<file path="config.mk">
export PLATFORM = sky130hd
export DESIGN_NAME = bus_timer
export DESIGN_NICKNAME = d
export VERILOG_FILES = /design/src/rtl/timer_pkg.sv /design/src/rtl/bus_timer.sv
export SDC_FILE = /design/constraint.sdc
export NUM_CORES = 1
export LEC_CHECK = 0
export ABC_AREA = 1
export CAP_MARGIN = 20
export CORE_AREA = 2 2 97 99
export CTS_CLUSTER_SIZE = 24
export DETAILED_ROUTE_END_ITERATION = 10
export DIE_AREA = 0 0 99 101
export HOLD_SLACK_MARGIN = 0.06
export MAX_ROUTING_LAYER = met4
export PLACE_DENSITY = 0.77
export SLEW_MARGIN = 20
export SYNTH_ARGS = -nofsm -noshare
export SYNTH_HDL_FRONTEND = slang
export SYNTH_SLANG_ARGS = --single-unit
</file>
<file path="constraint.sdc">
create_clock -name clk -period 1.7 [get_ports clk]
set_input_delay 0.34 -clock clk [delete_from_list [all_inputs] [get_ports clk]]
set_output_delay 0.34 -clock clk [all_outputs]
set_load 0.01 [all_outputs]
</file>
<file path="src/rtl/timer_pkg.sv">
// timer_pkg: shared states, register offsets, MODE encodings and CTRL bit positions for bus_timer.
package timer_pkg;
  typedef enum logic [1:0] {IDLE, LOAD, CNT, INT} state_t;
  localparam logic [1:0] ADDR_CTRL = 2'd0;
  localparam logic [1:0] ADDR_PRESET = 2'd1;
  localparam logic [1:0] ADDR_COUNT = 2'd2;
  localparam logic [1:0] MODE_ONESHOT = 2'd0;
  localparam logic [1:0] MODE_RELOAD = 2'd1;
  localparam int CTRL_EN = 0;
  localparam int CTRL_MODE_LSB = 1;
  localparam int CTRL_IM = 3;
endpackage

</file>
<file path="src/rtl/bus_timer.sv">
// bus_timer: memory-mapped countdown timer with one-shot / auto-reload modes and a maskable interrupt.
// Optional TIMER_STICKY_IRQ_EN holds irq until the next CTRL or PRESET write.
module bus_timer
  import timer_pkg::*;
#(
  parameter logic [31:0] PRESET_RST = 32'h0000_0000
) (
  input  logic        clk,
  input  logic        reset,
  input  logic [31:0] addr,
  input  logic        we,
  input  logic [3:0]  byteen,
  input  logic [31:0] wdata,
  output logic [31:0] rdata,
  output logic        irq
);
  logic [3:0]  r_ctrl;
  logic [31:0] r_preset;
  logic [31:0] r_count;
  state_t      r_state;
  logic        w_wr;
  logic        w_wr_ctrl;
  logic        w_wr_preset;
  logic        w_en;
  logic        w_im;
  logic        w_reload;
  logic        w_unused;
  assign w_wr        = we && (byteen == 4'b1111);
  assign w_wr_ctrl   = w_wr && (addr[3:2] == ADDR_CTRL);
  assign w_wr_preset = w_wr && (addr[3:2] == ADDR_PRESET);
  assign w_en        = r_ctrl[CTRL_EN];
  assign w_im        = r_ctrl[CTRL_IM];
  assign w_reload    = r_ctrl[CTRL_MODE_LSB +: 2] == MODE_RELOAD;
  assign w_unused    = ^{addr[31:4], addr[1:0]};
  assign rdata = (addr[3:2] == ADDR_CTRL)   ? {28'd0, r_ctrl} :
                 (addr[3:2] == ADDR_PRESET) ? r_preset :
                 (addr[3:2] == ADDR_COUNT)  ? r_count : 32'd0;
  always_ff @(posedge clk or negedge reset) begin
    if (!reset) begin
      r_ctrl   <= 4'd0;
      r_preset <= PRESET_RST;
      r_count  <= 32'd0;
      r_state  <= IDLE;
    end else begin
      if (w_wr_preset) r_preset <= wdata;
      case (r_state)
        IDLE: if (w_en) r_state <= LOAD;
        LOAD: begin
          if (!w_en) r_state <= IDLE;
          else begin
            r_count <= r_preset;
            r_state <= CNT;
          end
        end
        CNT: begin
          if (!w_en) r_state <= IDLE;
          else if (r_count > 32'd1) r_count <= r_count - 32'd1;
          else begin
            r_count <= 32'd0;
            r_state <= INT;
          end
        end
        INT: begin
          if (!w_reload) begin
            r_ctrl[CTRL_EN] <= 1'b0;
            r_state         <= IDLE;
          end else r_state <= w_en ? LOAD : IDLE;
        end
      endcase
      // placed after the FSM so a bus write overrides the one-shot EN clear
      if (w_wr_ctrl) r_ctrl <= wdata[3:0];
    end
  end
`ifdef TIMER_STICKY_IRQ_EN
  logic r_flag;
  logic w_int_entry;
  assign w_int_entry = (r_state == CNT) && w_en && (r_count <= 32'd1);
  always_ff @(posedge clk or negedge reset) begin
    if (!reset) r_flag <= 1'b0;
    else if (w_int_entry) r_flag <= 1'b1;
    else if (w_wr_ctrl || w_wr_preset) r_flag <= 1'b0;
  end
  assign irq = r_flag & w_im;
`else
  assign irq = w_im & (r_state == INT);
`endif
endmodule

</file>
==> metrics.cfg, run 1 <==
[run_status]
outcome=complete, but fails checks
violations=setup timing

[timing]
finalHoldViolations=0
fin_worst_skew_ps=15.53
slew_viol_final=0
tightest_slew_ps=417.5
relSlewSlack=0.7217
tns_ps=-53.38
fmax_mhz=581.0
rsz0062_at_grt=true
setup_viol=4
period_minus_slack_ps=1721
layout_setup_ws_ps=-21.11
fin_crit_sh=1.012

[final_layout]
finalNonFillerCells=878
fin_nets=835
fin_util=0.7185
fin_area_sq_um=6450
area_growth_pct=48.95
diodes=0
drive_above_1_share=0.3520

[global_route]
grt_pass1_vias=4807
grt_max_degree=71
grtUsageTotal=0.3088
overflow=0
grt_antenna_before_repair=0
grt_pass1_wl_um=23620

[placement]
dp_cells=835
dp_hpwl_um=9966
placed_area_sq_um=5813
place_congestion=0.9284
io_buffers=73

[worst_hold_path]
hold_path.class=in -> async

[setup_path]
path_cells=inv_2, ha_4, nand3_2, nand2_2, nand3_4, nor2_4, buf_6, nor2_4, clkbuf_16, nand2_1, a21oi_1
critPathBufInv=3
cp.required_ps=1970
path_max_fanout=6
cp_common_cell=nor2_4
slowest_stage=dfrtp_1
cp-end-kind=register
crit_family=simple AND/OR/NAND/NOR gates
cp-start-kind=register
regToRegStartpoint=r_count[0]
arrival_ps=2000
crit_start=r_count[0]
cpPeakStageDelay_ps=400
critPathKind=reg -> reg

[synth]
synth-edff-count=0
synth.area.top_cells=dfrtp_1, nand2_1, a21oi_1
yosysTopAreaCellShare=0.4045
ys_seq_area_frac=0.4045
yosysWarnings=0
synth-async-reset-ratio=1.000
yosys_most_used_dff=dfrtp_1
synth_commonest_cells=nand2_1, nor2_1, a21oi_1, dfrtp_1, inv_1
syn_area_sq_um=4330
synth_nets=658
syn_inst=585
synth_top_area_cell=dfrtp_1
synth_cell_types=30
avgSynthCellArea_sq_um=7.402
ys_ff_latch=70
yosysMostFrequentCell=nand2_1

[die]
core-area_sq_um=8977
ioPinCount=104
initial_core_util=0.4824
rows=35
die_w_um=99
die_y_um=101
dieArea_sq_um=9999

[power]
vdd_drop_max_uv=784.1
leakagePower_nw=3.077
fin_total_pwr_mw=9.437
power_density_nw_per_um2=1463

[clock_tree]
cts_buffers=9
numClockSinks=70
htreeDepth=3
cts.path.max_buffers=2
path_clk_slew_ps=90
clk_latency_ps=360
cts_tree=built
cts-root-buf=clkbuf_8

[detailed_routing]
drtPass1Iterations=5
dr.first_iter.drc_count=295
vias=4867
avgViaCountPerCell=5.543
wl_per_cell_um=17.28
antenna_left=0
drc=0
wl_um=15170

[job]
max_cap_violations=0

layout by cell type (no fill, tap or decap), types with 3 or more instances in the layout:
cell	n
clkinv_4	4
nor2_1	68
bufinv_16	3
a21oi_1	65
dfrtp_1	70
xor2_1	6
buf_6	9
o22ai_1	6
buf_2	28
o211ai_1	3
mux2_1	6
clkbuf_8	9
nand3_1	21
o21ai_1	20
o21ai_0	24
nand4_1	3
buf_12	7
clkdlybuf4s50_1	37
o21ai_2	9
inv_1	56
nand2_2	10
clkbuf_2	6
buf_4	93
inv_2	7
nor2_4	15
a21oi_2	9
nand2_4	3
nand2_1	106
mux2_2	16
nand3_2	11
nor2_2	18
worst register-to-register path, cell delays in order, from the launching register on:
cell       delay (ps)
dfrtp_1           400
inv_2              70
ha_4              170
nand3_2            90
nand2_2            80
nand3_4            80
nor2_4             50
buf_6             120
nor2_4            160
clkbuf_16         190
nand2_1            60
a21oi_1           170
final cells by class:
cell class	instances	area [sq um]
Tap cell	111	138.9
Inverter	65	254.0
Clock buffer	11	131.4
Fill cell	710	2527
Sequential cell	70	1752
Timing Repair Buffer	186	1590
Multi-Input combinational cell	430	2476
Clock inverter	5	107.6
per-stage QoR:
stage	hold slack, ps	setup WS (ps)
after global placement	394.6	-658.7
after global routing	564.1	-137.5
after floorplan	44.41	169.5
after CTS	531.0	-21.88
after detailed placement	382.1	-729.6
final	513.2	-21.11
per-layer routing:
metal  track usage  wire length [um]
met5             -                 0
met4        0.1033               417
met3       0.03745               785
met2        0.5203              7560
met1        0.3879              6405
power by group:
part / switching, mW / total (mW) / leakage [nW] / internal, mW
Sequential: 0.381 / 2.50 / 0.895 / 2.11
Combinational: 2.92 / 5.25 / 2.06 / 2.33
Clock: 0.704 / 1.69 / 0.118 / 0.982
timing repair:
action | CTS | global route
setup endpoints to repair | 66 | 52
setup buffers | 12 | 10
pin swaps | 11 | 26
gates resized for setup | 162 | 74
hold buffers | 1 | 0
gates cloned | 2 | 2
endpoints found under the hold margin | 70 | 0
sequential cells by signal (all words and copies together), names as in the netlist:
signal and flops:
r_preset 32, r_state 2, r_ctrl 4, r_count 32
logic make-up (layout without fill, tap and decap cells):
logic type,Yosys count,in the layout,share of synthesized area
AND/OR/NAND/NOR,261,262,0.2684
AO/OA/AOI/OAI,138,138,0.1702
buffers and inverters,86,267,0.08177
flip-flops,70,70,0.4045
multiplexers,22,22,0.05721
XOR/XNOR,6,6,0.01214
adder cells (fa/ha/maj),2,2,0.005778
final timing paths:
kind / endpoint / slack, ps / cells past startpoint
max: r_count[5] / -20 / 11
max in group asynchronous: r_count[12] / 820 / 3
max reg2reg: r_count[5] / -20 / 11
min: r_preset[28] / 510 / 3
min reg2reg: r_ctrl[2] / 530 / 2
min in group clk: r_ctrl[2] / 530 / 2
(Power assumes the default switching activity.)
==> run 2: changes to the inputs <==
CORE_AREA = 2 2 92 94   (was 2 2 97 99)
DIE_AREA = 0 0 94 96   (was 0 0 99 101)
DONT_BUFFER_PORTS = 1   (was default)
PLACE_DENSITY = 0.68   (was 0.77)
==> run 2 against run 1 <==
  * First-iteration DRC count down 25%
  * Die area down 9.8%
  * Cell count down 8.2%
  * The flow finishes with violations (hold timing, setup timing)
==> metrics.cfg, run 2 (synthesis gave the netlist of run 1 again) <==
[power]
clock_power_share=0.187
pwr-share-comb=0.543
power_density_nw_per_um2=1579
leakagePower_nw=2.760
power.net_switching_mw=3.767
seqPwrFrac=0.271
vdd_drop_max_uv=929.1
switching_share=0.4162
internal_power_mw=5.284

[die]
core-area_sq_um=8051
ioPinCount=104
initial_core_util=0.5378
die_w_um=94
rows=33
die_y_um=96
dieArea_sq_um=9024

[timing]
fin_worst_skew_ps=9.217
finalHoldViolations=70
setup_viol=16
tightest_slew_ps=407.6
tns_ps=-485.5
fin_crit_sh=1.034
worst_hold_slack_ps=-322.5
layout_setup_ws_ps=-57.04
rsz0062_at_grt=true
slew_viol_final=0
period_minus_slack_ps=1757
fmax_mhz=569.1
relSlewSlack=0.7254

[final_layout]
mostFrequentLayoutCell=buf_4
fin_nets=769
fin_area_sq_um=5734
diodes=0
largestRegisters=r_count: 32 flops, r_preset: 32 flops, r_ctrl: 4 flops
nFillCells=656
area_growth_pct=32.42
drive_above_1_share=0.3295
final_cell_mix=buf_4, nand2_1, dfrtp_1, nor2_1, a21oi_1

[setup_path]
path_max_fanout=13
crit_start=r_count[0]
cpPeakStageDelay_ps=410
crit_family=simple AND/OR/NAND/NOR gates
slowest_stage=dfrtp_1
path_cells=buf_4, ha_1, nand3_1, nand2_2, nand3_4, nor2_4, buf_6, nor2_4, buf_12, nand3_1, a21oi_1
critPathBufInv=3
cp.required_ps=1970
regToRegStartpoint=r_count[0]
arrival_ps=2030
critPathKind=reg -> reg
cp-end-kind=register
cp-start-kind=register

[detailed_routing]
wl_um=13610
dr.first_iter.drc_count=220
drtPass1Iterations=5
drc=0
antenna_left=0
vias=4398
avgViaCountPerCell=5.457
wl_per_cell_um=16.88

[global_route]
overflow=0
grt_antenna_before_repair=0
grt_max_degree=71
grtUsageTotal=0.3165
grt_pass1_wl_um=21070
grt_pass1_vias=4334

[placement]
place_congestion=0.8749
io_buffers=0
dpl_worst_slack_ps=-430.7
placed_area_sq_um=5125
dp_hpwl_um=9597

[clock_tree]
htreeDepth=3
path_clk_slew_ps=80
numClockSinks=70
cts.path.max_buffers=2
clk_latency_ps=350
cts_tree=built
cts_buffers=9
cts-root-buf=clkbuf_8

[worst_hold_path]
hold_path.class=in -> async

[run_status]
outcome=complete, but fails checks
violations=hold timing, setup timing

[job]
max_cap_violations=0

[run 2: changes by cell type in the layout (fill, tap and decap cells not counted), moves of 4 or more]
cell,before,now
clkbuf_2,6,0
clkdlybuf4s50_1,37,0
buf_12,7,1
clkinv_4,4,0
buf_6,9,4
o21ai_1,20,11
buf_4,93,114
buf_2,28,0
o21ai_0,24,34
[run 2: worst paths after layout]
path                                endpoint  cells past startpoint  slack, ps
worst max-delay path             r_count[14]                     11        -60
worst min-delay path            r_preset[10]                      0       -320
worst max register to register   r_count[14]                     11        -60
worst min register to register     r_ctrl[1]                      2        530
max in group asynchronous       r_preset[23]                      0       1900
min in group clk                r_preset[30]                      1        120
[run 2: timing repair]
action,in CTS,in global routing
gates resized for setup,17,56
setup endpoints to repair,33,36
cloned,1,0
buffers inserted,3,14
hold endpoints to repair,70,70
pin swaps,11,14
[run 2: power by group through the flow]
stage               registers, mW  clock network, mW  logic, mW
floorplan                    2.52                  0       2.13
global placement             2.42                  0       4.13
detailed placement           2.44                  0       4.21
CTS                          2.42               1.70       4.43
global route                 2.49               1.78       5.38
finish                       2.45               1.69       4.91
[run 2: metrics by stage]
step	cells	power (mW)	hold slack [ps]	util
after floorplan	585	4.651	44.41	-
after global placement	772	6.541	45.86	0.6365
after detailed placement	772	6.654	46.00	0.6365
after CTS	792	8.546	-336.6	0.6771
after global routing	806	9.656	-351.8	0.7122
final	806	9.052	-322.5	0.7122
[run 2: per-layer routing]
| layer | global-route usage | share of wire | up-vias |
|---|---|---|---|
| met5 | - | 0 | - |
| met4 | 0.1280 | 0.020 | 0 |
| met3 | 0.03994 | 0.049 | 16 |
| met2 | 0.5369 | 0.51 | 152 |
| met1 | 0.3856 | 0.42 | 2101 |
| li1 | - | - | 2129 |
[run 2: final cells by class]
type                            count  area [sq um]  area share
Clock buffer                        9         123.9     0.02160
Tap cell                          105         131.4     0.02291
Timing Repair Buffer              120         935.9      0.1632
Clock inverter                      7         120.1     0.02095
Multi-Input combinational cell    430          2425      0.4229
Sequential cell                    70          1752      0.3055
Inverter                           65         246.5     0.04298
